[src/rtl/ae_seq_pkg.sv]
// -----------------------------------------------------------------------------
// ae_seq_pkg
// Shared definitions for the autoencoder layer sequencer.
//   CNT_W_DEF    default width of the input/output index buses
//   state_e      3-bit sequencer state encoding
//   STALL_CNT_W  width of the optional stall-cycle counter
//                (present only when AE_SEQ_STALL_CNT_EN is defined)
// -----------------------------------------------------------------------------
package ae_seq_pkg;

    localparam int CNT_W_DEF   = 5;
    localparam int STALL_CNT_W = 16;

    typedef enum logic [2:0] {
        ST_IDLE = 3'd0,
        ST_CLR  = 3'd1,
        ST_MAC  = 3'd2,
        ST_ACT  = 3'd3,
        ST_WR   = 3'd4,
        ST_DONE = 3'd5
    } state_e;

endpackage : ae_seq_pkg

[src/rtl/ae_seq_out_counter.sv]
// -----------------------------------------------------------------------------
// ae_seq_out_counter
// Registered output-neuron index with clear, increment and terminal flag.
// Ports:
//   clk      in   rising-edge clock
//   rst_n    in   asynchronous active-low reset (index -> 0)
//   i_clr    in   synchronous clear to 0 (wins over i_inc)
//   i_inc    in   synchronous increment
//   o_idx    out  current neuron index
//   o_last   out  high when o_idx is the last neuron (N-1)
// -----------------------------------------------------------------------------
module ae_seq_out_counter
    import ae_seq_pkg::*;
#(
    parameter int W = CNT_W_DEF,
    parameter int N = 8
) (
    input  logic         clk,
    input  logic         rst_n,
    input  logic         i_clr,
    input  logic         i_inc,
    output logic [W-1:0] o_idx,
    output logic         o_last
);

    localparam logic [W-1:0] LAST_IDX = W'(N - 1);

    logic [W-1:0] r_idx;

    // NOTE: clocked state is always written with non-blocking assignments so
    // every register samples its inputs from before the edge, regardless of
    // the order in which the simulator evaluates the processes.
    always_ff @(posedge clk or negedge rst_n) begin
        if (!rst_n) begin
            r_idx <= '0;
        end else if (i_clr) begin
            r_idx <= '0;
        end else if (i_inc) begin
            r_idx <= r_idx + W'(1);
        end
    end

    assign o_idx  = r_idx;
    assign o_last = (r_idx == LAST_IDX);

endmodule : ae_seq_out_counter

[src/rtl/ae_layer_sequencer.sv]
// -----------------------------------------------------------------------------
// ae_layer_sequencer
// Sequences one fully-connected autoencoder layer. For every output neuron:
// clear the MAC, step the input index through N_IN inputs, apply the
// activation, write the result. The input index lives in an external,
// non-reset count register: this block drives its next value (cnt_d) and
// consumes its registered value (cnt_q).
//
// Ports:
//   clk, rst_n    clock, asynchronous active-low reset
//   start         layer start request, honoured in IDLE only
//   stall         datapath not ready; freezes MAC stepping
//   cnt_q         registered input index from the count register
//   cnt_d         next input index to the count register
//   in_idx        input/weight address (= cnt_q)
//   out_idx       current neuron index
//   mac_clr       clear accumulator
//   mac_en        accumulate current input x weight
//   act_en        apply activation
//   wr_en         write activated result at out_idx
//   busy          high in every state except IDLE
//   done          one-cycle end-of-layer pulse
//   stall_cycles  count of stalled MAC cycles (AE_SEQ_STALL_CNT_EN only)
//
// Build option: define AE_SEQ_STALL_CNT_EN to add the stall-cycle counter.
// -----------------------------------------------------------------------------
module ae_layer_sequencer
    import ae_seq_pkg::*;
#(
    parameter int CNT_W = CNT_W_DEF,
    parameter int N_IN  = 16,
    parameter int N_OUT = 8
) (
    input  logic             clk,
    input  logic             rst_n,
    input  logic             start,
    input  logic             stall,
    input  logic [CNT_W-1:0] cnt_q,
    output logic [CNT_W-1:0] cnt_d,
    output logic [CNT_W-1:0] in_idx,
    output logic [CNT_W-1:0] out_idx,
    output logic             mac_clr,
    output logic             mac_en,
    output logic             act_en,
    output logic             wr_en,
    output logic             busy,
    output logic             done
`ifdef AE_SEQ_STALL_CNT_EN
    ,
    output logic [STALL_CNT_W-1:0] stall_cycles
`endif
);

    // With N_IN = 2^CNT_W this is all-ones; the natural +1 wrap and the
    // forced zero on the last accumulate then agree, so no alias occurs.
    localparam logic [CNT_W-1:0] LAST_IN = CNT_W'(N_IN - 1);

    state_e r_state;
    state_e w_state_nxt;
    logic   w_out_clr;
    logic   w_out_inc;
    logic   w_out_last;

    // -------------------------------------------------------------------------
    // Output-neuron index
    // -------------------------------------------------------------------------
    ae_seq_out_counter #(
        .W (CNT_W),
        .N (N_OUT)
    ) u_out_counter (
        .clk    (clk),
        .rst_n  (rst_n),
        .i_clr  (w_out_clr),
        .i_inc  (w_out_inc),
        .o_idx  (out_idx),
        .o_last (w_out_last)
    );

    // -------------------------------------------------------------------------
    // State register
    // -------------------------------------------------------------------------
    always_ff @(posedge clk or negedge rst_n) begin
        if (!rst_n) begin
            r_state <= ST_IDLE;
        end else begin
            r_state <= w_state_nxt;
        end
    end

    // -------------------------------------------------------------------------
    // Next-state and output decode
    // -------------------------------------------------------------------------
    // The count register has no reset, so cnt_q is never trusted in IDLE or
    // CLR: driving cnt_d = 0 there guarantees cnt_q = 0 on the first MAC.
    always_comb begin
        // NOTE: every signal written here gets a default first so no path
        // through the case can leave it unassigned and infer a latch.
        w_state_nxt = r_state;
        cnt_d       = '0;
        mac_clr     = 1'b0;
        mac_en      = 1'b0;
        act_en      = 1'b0;
        wr_en       = 1'b0;
        done        = 1'b0;
        busy        = 1'b1;
        w_out_clr   = 1'b0;
        w_out_inc   = 1'b0;

        unique case (r_state)
            ST_IDLE: begin
                busy = 1'b0;
                if (start) begin
                    w_out_clr   = 1'b1;
                    w_state_nxt = ST_CLR;
                end
            end

            ST_CLR: begin
                mac_clr     = 1'b1;
                w_state_nxt = ST_MAC;
            end

            ST_MAC: begin
                if (stall) begin
                    cnt_d = cnt_q;
                end else begin
                    mac_en = 1'b1;
                    if (cnt_q == LAST_IN) begin
                        cnt_d       = '0;
                        w_state_nxt = ST_ACT;
                    end else begin
                        cnt_d = cnt_q + CNT_W'(1);
                    end
                end
            end

            ST_ACT: begin
                act_en      = 1'b1;
                w_state_nxt = ST_WR;
            end

            ST_WR: begin
                wr_en = 1'b1;
                if (w_out_last) begin
                    w_state_nxt = ST_DONE;
                end else begin
                    w_out_inc   = 1'b1;
                    w_state_nxt = ST_CLR;
                end
            end

            ST_DONE: begin
                done        = 1'b1;
                w_out_clr   = 1'b1;
                w_state_nxt = ST_IDLE;
            end

            default: begin
                w_state_nxt = ST_IDLE;
            end
        endcase
    end

    assign in_idx = cnt_q;

`ifdef AE_SEQ_STALL_CNT_EN
    // -------------------------------------------------------------------------
    // Stalled-MAC cycle counter: cleared on start accept, saturating, and
    // left untouched after done so it can be read until the next layer.
    // -------------------------------------------------------------------------
    logic [STALL_CNT_W-1:0] r_stall_cycles;

    always_ff @(posedge clk or negedge rst_n) begin
        if (!rst_n) begin
            r_stall_cycles <= '0;
        end else if (r_state == ST_IDLE && start) begin
            r_stall_cycles <= '0;
        end else if (r_state == ST_MAC && stall && r_stall_cycles != '1) begin
            r_stall_cycles <= r_stall_cycles + STALL_CNT_W'(1);
        end
    end

    assign stall_cycles = r_stall_cycles;
`endif

endmodule : ae_layer_sequencer
[config.mk]
export PLATFORM = sky130hd
export DESIGN_NAME = ae_layer_sequencer
export DESIGN_NICKNAME = d
export VERILOG_FILES = /design/src/rtl/ae_seq_pkg.sv /design/src/rtl/ae_seq_out_counter.sv /design/src/rtl/ae_layer_sequencer.sv
export SDC_FILE = /design/constraint.sdc
export NUM_CORES = 1
export LEC_CHECK = 0
export CAP_MARGIN = 20
export CORE_UTILIZATION = 34
export DETAILED_ROUTE_END_ITERATION = 12
export PLACE_DENSITY = 0.73
export SETUP_SLACK_MARGIN = 0.5
export SLEW_MARGIN = 10
export SYNTH_ARGS = -nofsm -noshare
export SYNTH_HDL_FRONTEND = slang
export SYNTH_SLANG_ARGS = --single-unit
export TNS_END_PERCENT = 1
[constraint.sdc]
create_clock -name clk -period 1.7 [get_ports clk]
set_input_delay 0.34 -clock clk [delete_from_list [all_inputs] [get_ports clk]]
set_output_delay 0.34 -clock clk [all_outputs]
set_load 0.03 [all_outputs]
==> out/qor.csv, run 1 <==
metric,value,unit
outcome,"finished, violations left",
violations,"design-rule violations, negative setup slack",
syn_inst,70,
h-tree-depth,1,
postRouteAntennaNets,0,
fillers,107,
die_height,43.59,µm
antenna_found_initial,0,
synth_area,588.1,µm²
tns,-0.4973,ns
hold_viol_final,0,
peakVddDrop,0.001104,V
p_leak,0.5034,nW
maxSlewHeadroom,74.57,%
vias,684,
diodes,0,
grt-ovfl-total,0,
hpwl,1120,µm
ys_warn_count,0,
pin_count,30,
critPathLaunchType,flop,
clock-sinks,8,
gp_congestion,0.7680,
final_common_cell,buf_6,
die_width,43.59,µm
clockBufferDepth,2,
synth.area.top_cells,"dfrtp_1 (34%), buf_4 (6.4%), a21oi_1 (6.0%)",
dp.cells,120,
synth_nets,81,
skew,0.004760,ns
synth-main-ff-cell,dfrtp_1,
routed_wl,1708,µm
utilization,73.92,%
r2r_slack,0.09,ns
vias_per_cell,5.302,
synth_edf_count,0,
layout_min_cycle_time,1.794,ns
grt_usage,19.90,%
wl_per_cell,13.24,µm
p_per_area,1165,mW/mm²
rsz0062_at_grt,true,
dr.pass1.iters,8,
grt_max_degree,10,
end_kind,output pin,
drive_gt1_share,56.64,%
initial_utilization,37.72,%
synth_area_leader_cell,dfrtp_1,
critPathArrivalTime,1.45,ns
cts_tree,done,
min_path_type,in -> async,
async_flop_share,100.0,%
synth_top_area_share,34.04,%
pwr-share-seq,21.5,%
tightest_slew,0.3803,ns
power_switching,0.6150,mW
die_area,0.001900,mm²
p_int,0.7279,mW
switching_share,45.80,%
drtIter0Drc,9,
final_nets,125,
pwr-share-clk,12.8,%
finalCritPeriodShare,105.5,%
cap_violations,0,
comb_power_share,65.7,%
rows,14,
instances_no_fill,129,
synth-seq-cells,8,
path_clk_slew,0.06,ns
hold_buffers,0,
crit_fanout,7,
setup_viol,8,
drc,3,
grt_pass1_wl,2766,µm
core-area,0.001559,mm²
crit_type,reg -> out,
clock-root-buffer,clkbuf_4,
avgSynthCellArea,8.401,µm²
ys_seq_area_share,34.04,%
area_growth,95.96,%
ys_types,29,
slew_violations,0,
portBuffers,29,
fin_ws,-0.09366,ns
grt_pass1_vias,686,
cts_buffers,3,
fmax,557.5,MHz
layout_common_cells,"buf_6 (22), buf_4 (15), a21oi_1 (5), dfrtp_2 (5)",
clock_latency,0.27,ns
cp.required,1.36,ns
-- layer usage --
| layer | part of all wire [%] | vias up | global-route usage (%) |
|---|---|---|---|
| met5 | 0 | - | 0 |
| met4 | 0.53 | 0 | 7.500 |
| met3 | 5.7 | 2 | 6.250 |
| met2 | 49 | 25 | 34.33 |
| met1 | 44 | 320 | 22.80 |
| li1 | - | 337 | - |
-- stage by stage --
| step | cell area, µm² | hold slack, ns | setup slack [ns] | power (mW) |
|---|---|---|---|---|
| global route | 1152 | 0.3798 | -0.1530 | 1.412 |
| detailed placement | 989.7 | 0.5282 | -0.2705 | 1.041 |
| floorplan | 683.2 | 0.04441 | 0.1874 | 0.7634 |
| global placement | 989.7 | 0.5148 | -0.2573 | 1.033 |
| finish | 1152 | 0.3510 | -0.09366 | 1.343 |
| CTS | 1152 | 0.3781 | -0.1382 | 1.350 |
-- sequential cells by signal, indices dropped and copies added, names as in the netlist --
name                 flops
u_out_counter.o_idx      5
r_state                  3
-- area by class of cell --
| type | count | area (µm²) | area share, % |
|---|---|---|---|
| timing repair buffer | 45 | 429.2 | 37.24 |
| sequential | 8 | 206.4 | 17.92 |
| inverter | 2 | 12.51 | 1.086 |
| clock buffer | 4 | 26.28 | 2.280 |
| multi-input combinational | 54 | 457.9 | 39.74 |
| tap | 16 | 20.02 | 1.737 |
-- cell families after synthesis --
group | after synthesis | share of synthesized area (%)
fa+ha+maj | 2 | 4.255
simple gates | 36 | 36.39
xor+xnor | 2 | 2.979
buf+inv | 8 | 8.509
compound gates | 14 | 13.83
flops | 8 | 34.04
-- synth_stat cells, drive strengths merged (2+ instances only) --
master	n
dfrtp	8
nor2	8
a21oi	7
buf	6
nand2	5
o21ai	4
nand2b	3
nand3b	3
nand4b	3
or3	3
ha	2
nand3	2
-- power by group through the flow --
| stage | clock, mW | combinational (mW) | sequential, mW |
|---|---|---|---|
| 2_1_floorplan | 0 | 0.453 | 0.311 |
| 3_3_place_gp | 0 | 0.754 | 0.279 |
| 3_5_place_dp | 0 | 0.760 | 0.281 |
| 4_1_cts | 0.172 | 0.892 | 0.286 |
| 5_1_grt | 0.179 | 0.941 | 0.292 |
| 6_report | 0.172 | 0.882 | 0.289 |
-- critical path: stages, from the launching register on --
cell	delay [ns]
dfrtp_1	0.39
buf_6	0.12
and2b_2	0.23
nand2b_4	0.14
nor3_4	0.15
buf_6	0.15
-- path summary, 6_finish.rpt --
path                            depth (start not counted)                            endpoint                               start
worst max register to register                          6  u_out_counter.o_idx[2]$_DFFE_PN0P_              r_state[2]$_DFFE_PN0P_
min in group clk                                        1  u_out_counter.o_idx[2]$_DFFE_PN0P_  u_out_counter.o_idx[2]$_DFFE_PN0P_
worst max-delay path                                    5                            cnt_d[3]              r_state[2]$_DFFE_PN0P_
worst min-delay path                                    1  u_out_counter.o_idx[4]$_DFFE_PN0P_                               rst_n
worst min register to register                          1  u_out_counter.o_idx[2]$_DFFE_PN0P_  u_out_counter.o_idx[2]$_DFFE_PN0P_
max in group asynchronous                               1  u_out_counter.o_idx[2]$_DFFE_PN0P_                               rst_n
-- what timing repair did --
action	4_1_cts	5_1_grt
gates resized for setup	76	10
pin swaps	13	4
setup endpoints to repair	29	26
gates cloned	0	0
buffers inserted	5	0
(Power assumes the default switching activity.)
==> run 2: changes to the inputs <==
--- a/config.mk
+++ b/config.mk
@@ -6,9 +6,9 @@
 export NUM_CORES = 1
 export LEC_CHECK = 0
 export CAP_MARGIN = 20
-export CORE_UTILIZATION = 34
+export CORE_UTILIZATION = 30
 export DETAILED_ROUTE_END_ITERATION = 12
-export PLACE_DENSITY = 0.73
+export PLACE_DENSITY = 0.66
 export SETUP_SLACK_MARGIN = 0.5
 export SLEW_MARGIN = 10
 export SYNTH_ARGS = -nofsm -noshare
==> constraint.sdc (replaced) <==
create_clock -name clk -period 1.7 [get_ports clk]
set_input_delay 0.255 -clock clk [delete_from_list [all_inputs] [get_ports clk]]
set_output_delay 0.255 -clock clk [all_outputs]
set_load 0.03 [all_outputs]
==> run 2 against run 1 <==
  * The flow now finishes without violations
  * Register-to-register slack is essentially flat
  * Setup slack gained 0.13 ns
  * Power shrank 6.4%
  * Clock skew grew 0.00069 ns
  * Largest power group unchanged
==> out/qor.csv, run 2 (synthesis gave the netlist of run 1 again) <==
metric,value,unit,change
clock-sinks,8,,unchanged
final_nets,122,,was 125
peakVddDrop,0.0005811,V,was 0.001104 V
portBuffers,29,,unchanged
path_clk_slew,0.06,ns,about the same
cap_violations,0,,unchanged
worst-path-buf-inv,2,,unchanged
cp_top_family,simple AND/OR/NAND/NOR gates,,unchanged
drc,0,,was 3
cts_buffers,3,,unchanged
end_kind,output pin,,unchanged
critPathLaunchType,flop,,unchanged
crit_fanout,7,,unchanged
wl_per_cell,11.95,µm,was 13.24 µm
slowest_delay,0.40,ns,was 0.39 ns
cts_tree,done,,unchanged
clock_latency,0.25,ns,was 0.27 ns
grt_usage,16.38,%,was 19.90%
layout_common_cells,"buf_4 (19), buf_6 (11), nor2_1 (7), a21oi_2 (5)",,"was buf_6 (22), buf_4 (15), a21oi_1 (5), dfrtp_2 (5)"
fin_ws,0.04089,ns,was -0.09366 ns
outcome,"finished, final reports clean",,"was finished, violations left"
r2r_start,r_state[2]$_DFFE_PN0P_,,unchanged
dr.pass1.iters,4,,was 8
grt_pass1_vias,621,,was 686
antenna_found_initial,0,,unchanged
final_area,0.001072,mm²,was 0.001152 mm²
initial_utilization,32.98,%,was 37.72%
r2r-end,u_out_counter.o_idx[4]$_DFFE_PN0P_,,was u_out_counter.o_idx[2]$_DFFE_PN0P_
slew_violations,0,,unchanged
crit_slowest_cell,dfrtp_1,,unchanged
critPathArrivalTime,1.40,ns,was 1.45 ns
rows,15,,was 14
pin_count,30,,unchanged
post-place-ws,-0.07370,ns,was -0.2705 ns
hpwl,1157,µm,was 1120 µm
rsz0062_at_grt,true,,unchanged
hold_viol_final,0,,unchanged
maxSlewHeadroom,73.68,%,was 74.57%
finalCritPeriodShare,97.59,%,was 105.5%
p_per_area,1172,mW/mm²,was 1165 mW/mm²
grt_max_degree,9,,was 10
core-area,0.001783,mm²,was 0.001559 mm²
grt-ovfl-total,0,,unchanged
setup_viol,0,,was 8
h-tree-depth,1,,unchanged
tightest_slew,0.3942,ns,was 0.3803 ns
layout_min_cycle_time,1.659,ns,was 1.794 ns
clock-root-buffer,clkbuf_4,,unchanged
grt_pass1_wl,2553,µm,was 2766 µm
cp.required,1.44,ns,was 1.36 ns
diodes,0,,unchanged
skew,0.005448,ns,was 0.004760 ns
area_growth,82.34,%,was 95.96%
r2r.worst_path.cells,5,,was 6
vias,650,,was 684
path_cells,"buf_6, and2b_2, nand2b_4, nor3_2, buf_4",,"was buf_6, and2b_2, nand2b_4, nor3_4, buf_6"
die_height,46.28,µm,was 43.59 µm
vias_per_cell,4.815,,was 5.302
gp_congestion,0.7341,,was 0.7680
fmax,602.7,MHz,was 557.5 MHz
routed_wl,1613,µm,was 1708 µm
postRouteAntennaNets,0,,unchanged
die_area,0.002141,mm²,was 0.001900 mm²
min_path_type,in -> async,,unchanged
die_width,46.28,µm,was 43.59 µm
largest_reg_flops,5,,unchanged
final_common_cell,buf_4,,was buf_6
r2r_slack,0.10,ns,was 0.09 ns
drtIter0Drc,6,,was 9
placed_cell_area,942.2,µm²,was 989.7 µm²
p_leak,0.5094,nW,was 0.5034 nW
drive_gt1_share,54.55,%,was 56.64%
crit_type,reg -> out,,unchanged
clockBufferDepth,2,,unchanged
utilization,60.14,%,was 73.92%
-- run 2: metrics by stage --
stage / instances / hold slack [ns] / power, mW / setup TNS (ns)
after floorplan: 70 / -0.04059 / 0.7019 / 0
after global placement: 127 / 0.5268 / 0.9638 / -0.08284
after global routing: 135 / 0.3089 / 1.342 / -0.1055
final: 135 / 0.2854 / 1.257 / 0
after detailed placement: 127 / 0.5375 / 0.9671 / -0.2817
after CTS: 135 / 0.2858 / 1.186 / 0
-- run 2: cell type report --
type                    instances  area (µm²)
flip-flops and latches          8       205.2
clock buffers                   4       26.28
repair buffers                 42       370.4
inverters                       2       10.01
well taps                      25       31.28
fillers                       160       710.7
multi-input cells              54       429.2
-- run 2: power breakdown --
part	switching [mW]	internal (mW)	total (mW)
Combinational	0.444	0.364	0.808
Sequential	0.0560	0.235	0.291
Clock	0.0680	0.0900	0.158
-- run 2: worst max path at each step --
stage	start	endpoint	slack, ns	cells after the start
2_1_floorplan	r_state[0]$_DFFE_PN0P_	u_out_counter.o_idx[3]$_DFFE_PN0P_	0.19	4
5_1_grt	r_state[2]$_DFFE_PN0P_	cnt_d[1]	-0.04	5
3_3_place_gp	cnt_q[1]	cnt_d[2]	-0.04	6
6_report	r_state[2]$_DFFE_PN0P_	cnt_d[3]	0.04	5
4_1_cts	r_state[2]$_DFFE_PN0P_	cnt_d[3]	0.04	5
3_5_place_dp	cnt_q[1]	cnt_d[2]	-0.07	6
-- run 2: worst reg2reg max path: cells and delay by family, from the launching register on --
kind | cells | cell delay [ns]
compound gates | 1 | 0.12
buf+inv | 2 | 0.27
flops | 1 | 0.38
simple gates | 2 | 0.76
-- run 2: routing by layer --
layer / part of all wire (%) / up-vias / wire [µm] / global-route usage [%]
li1: - / 329 / - / -
met1: 43 / 301 / 690 / 19.58
met2: 52 / 20 / 834 / 28.73
met3: 5.4 / 0 / 87 / 3.529
met4: 0 / 0 / 0 / 5.294
met5: 0 / - / 0 / 0
-- run 2: timing repair --
item,4_1_cts,5_1_grt
hold buffers,0,0
pin swaps,2,5
setup buffers,4,0
gates resized for setup,15,48
endpoints found under the setup margin,28,27
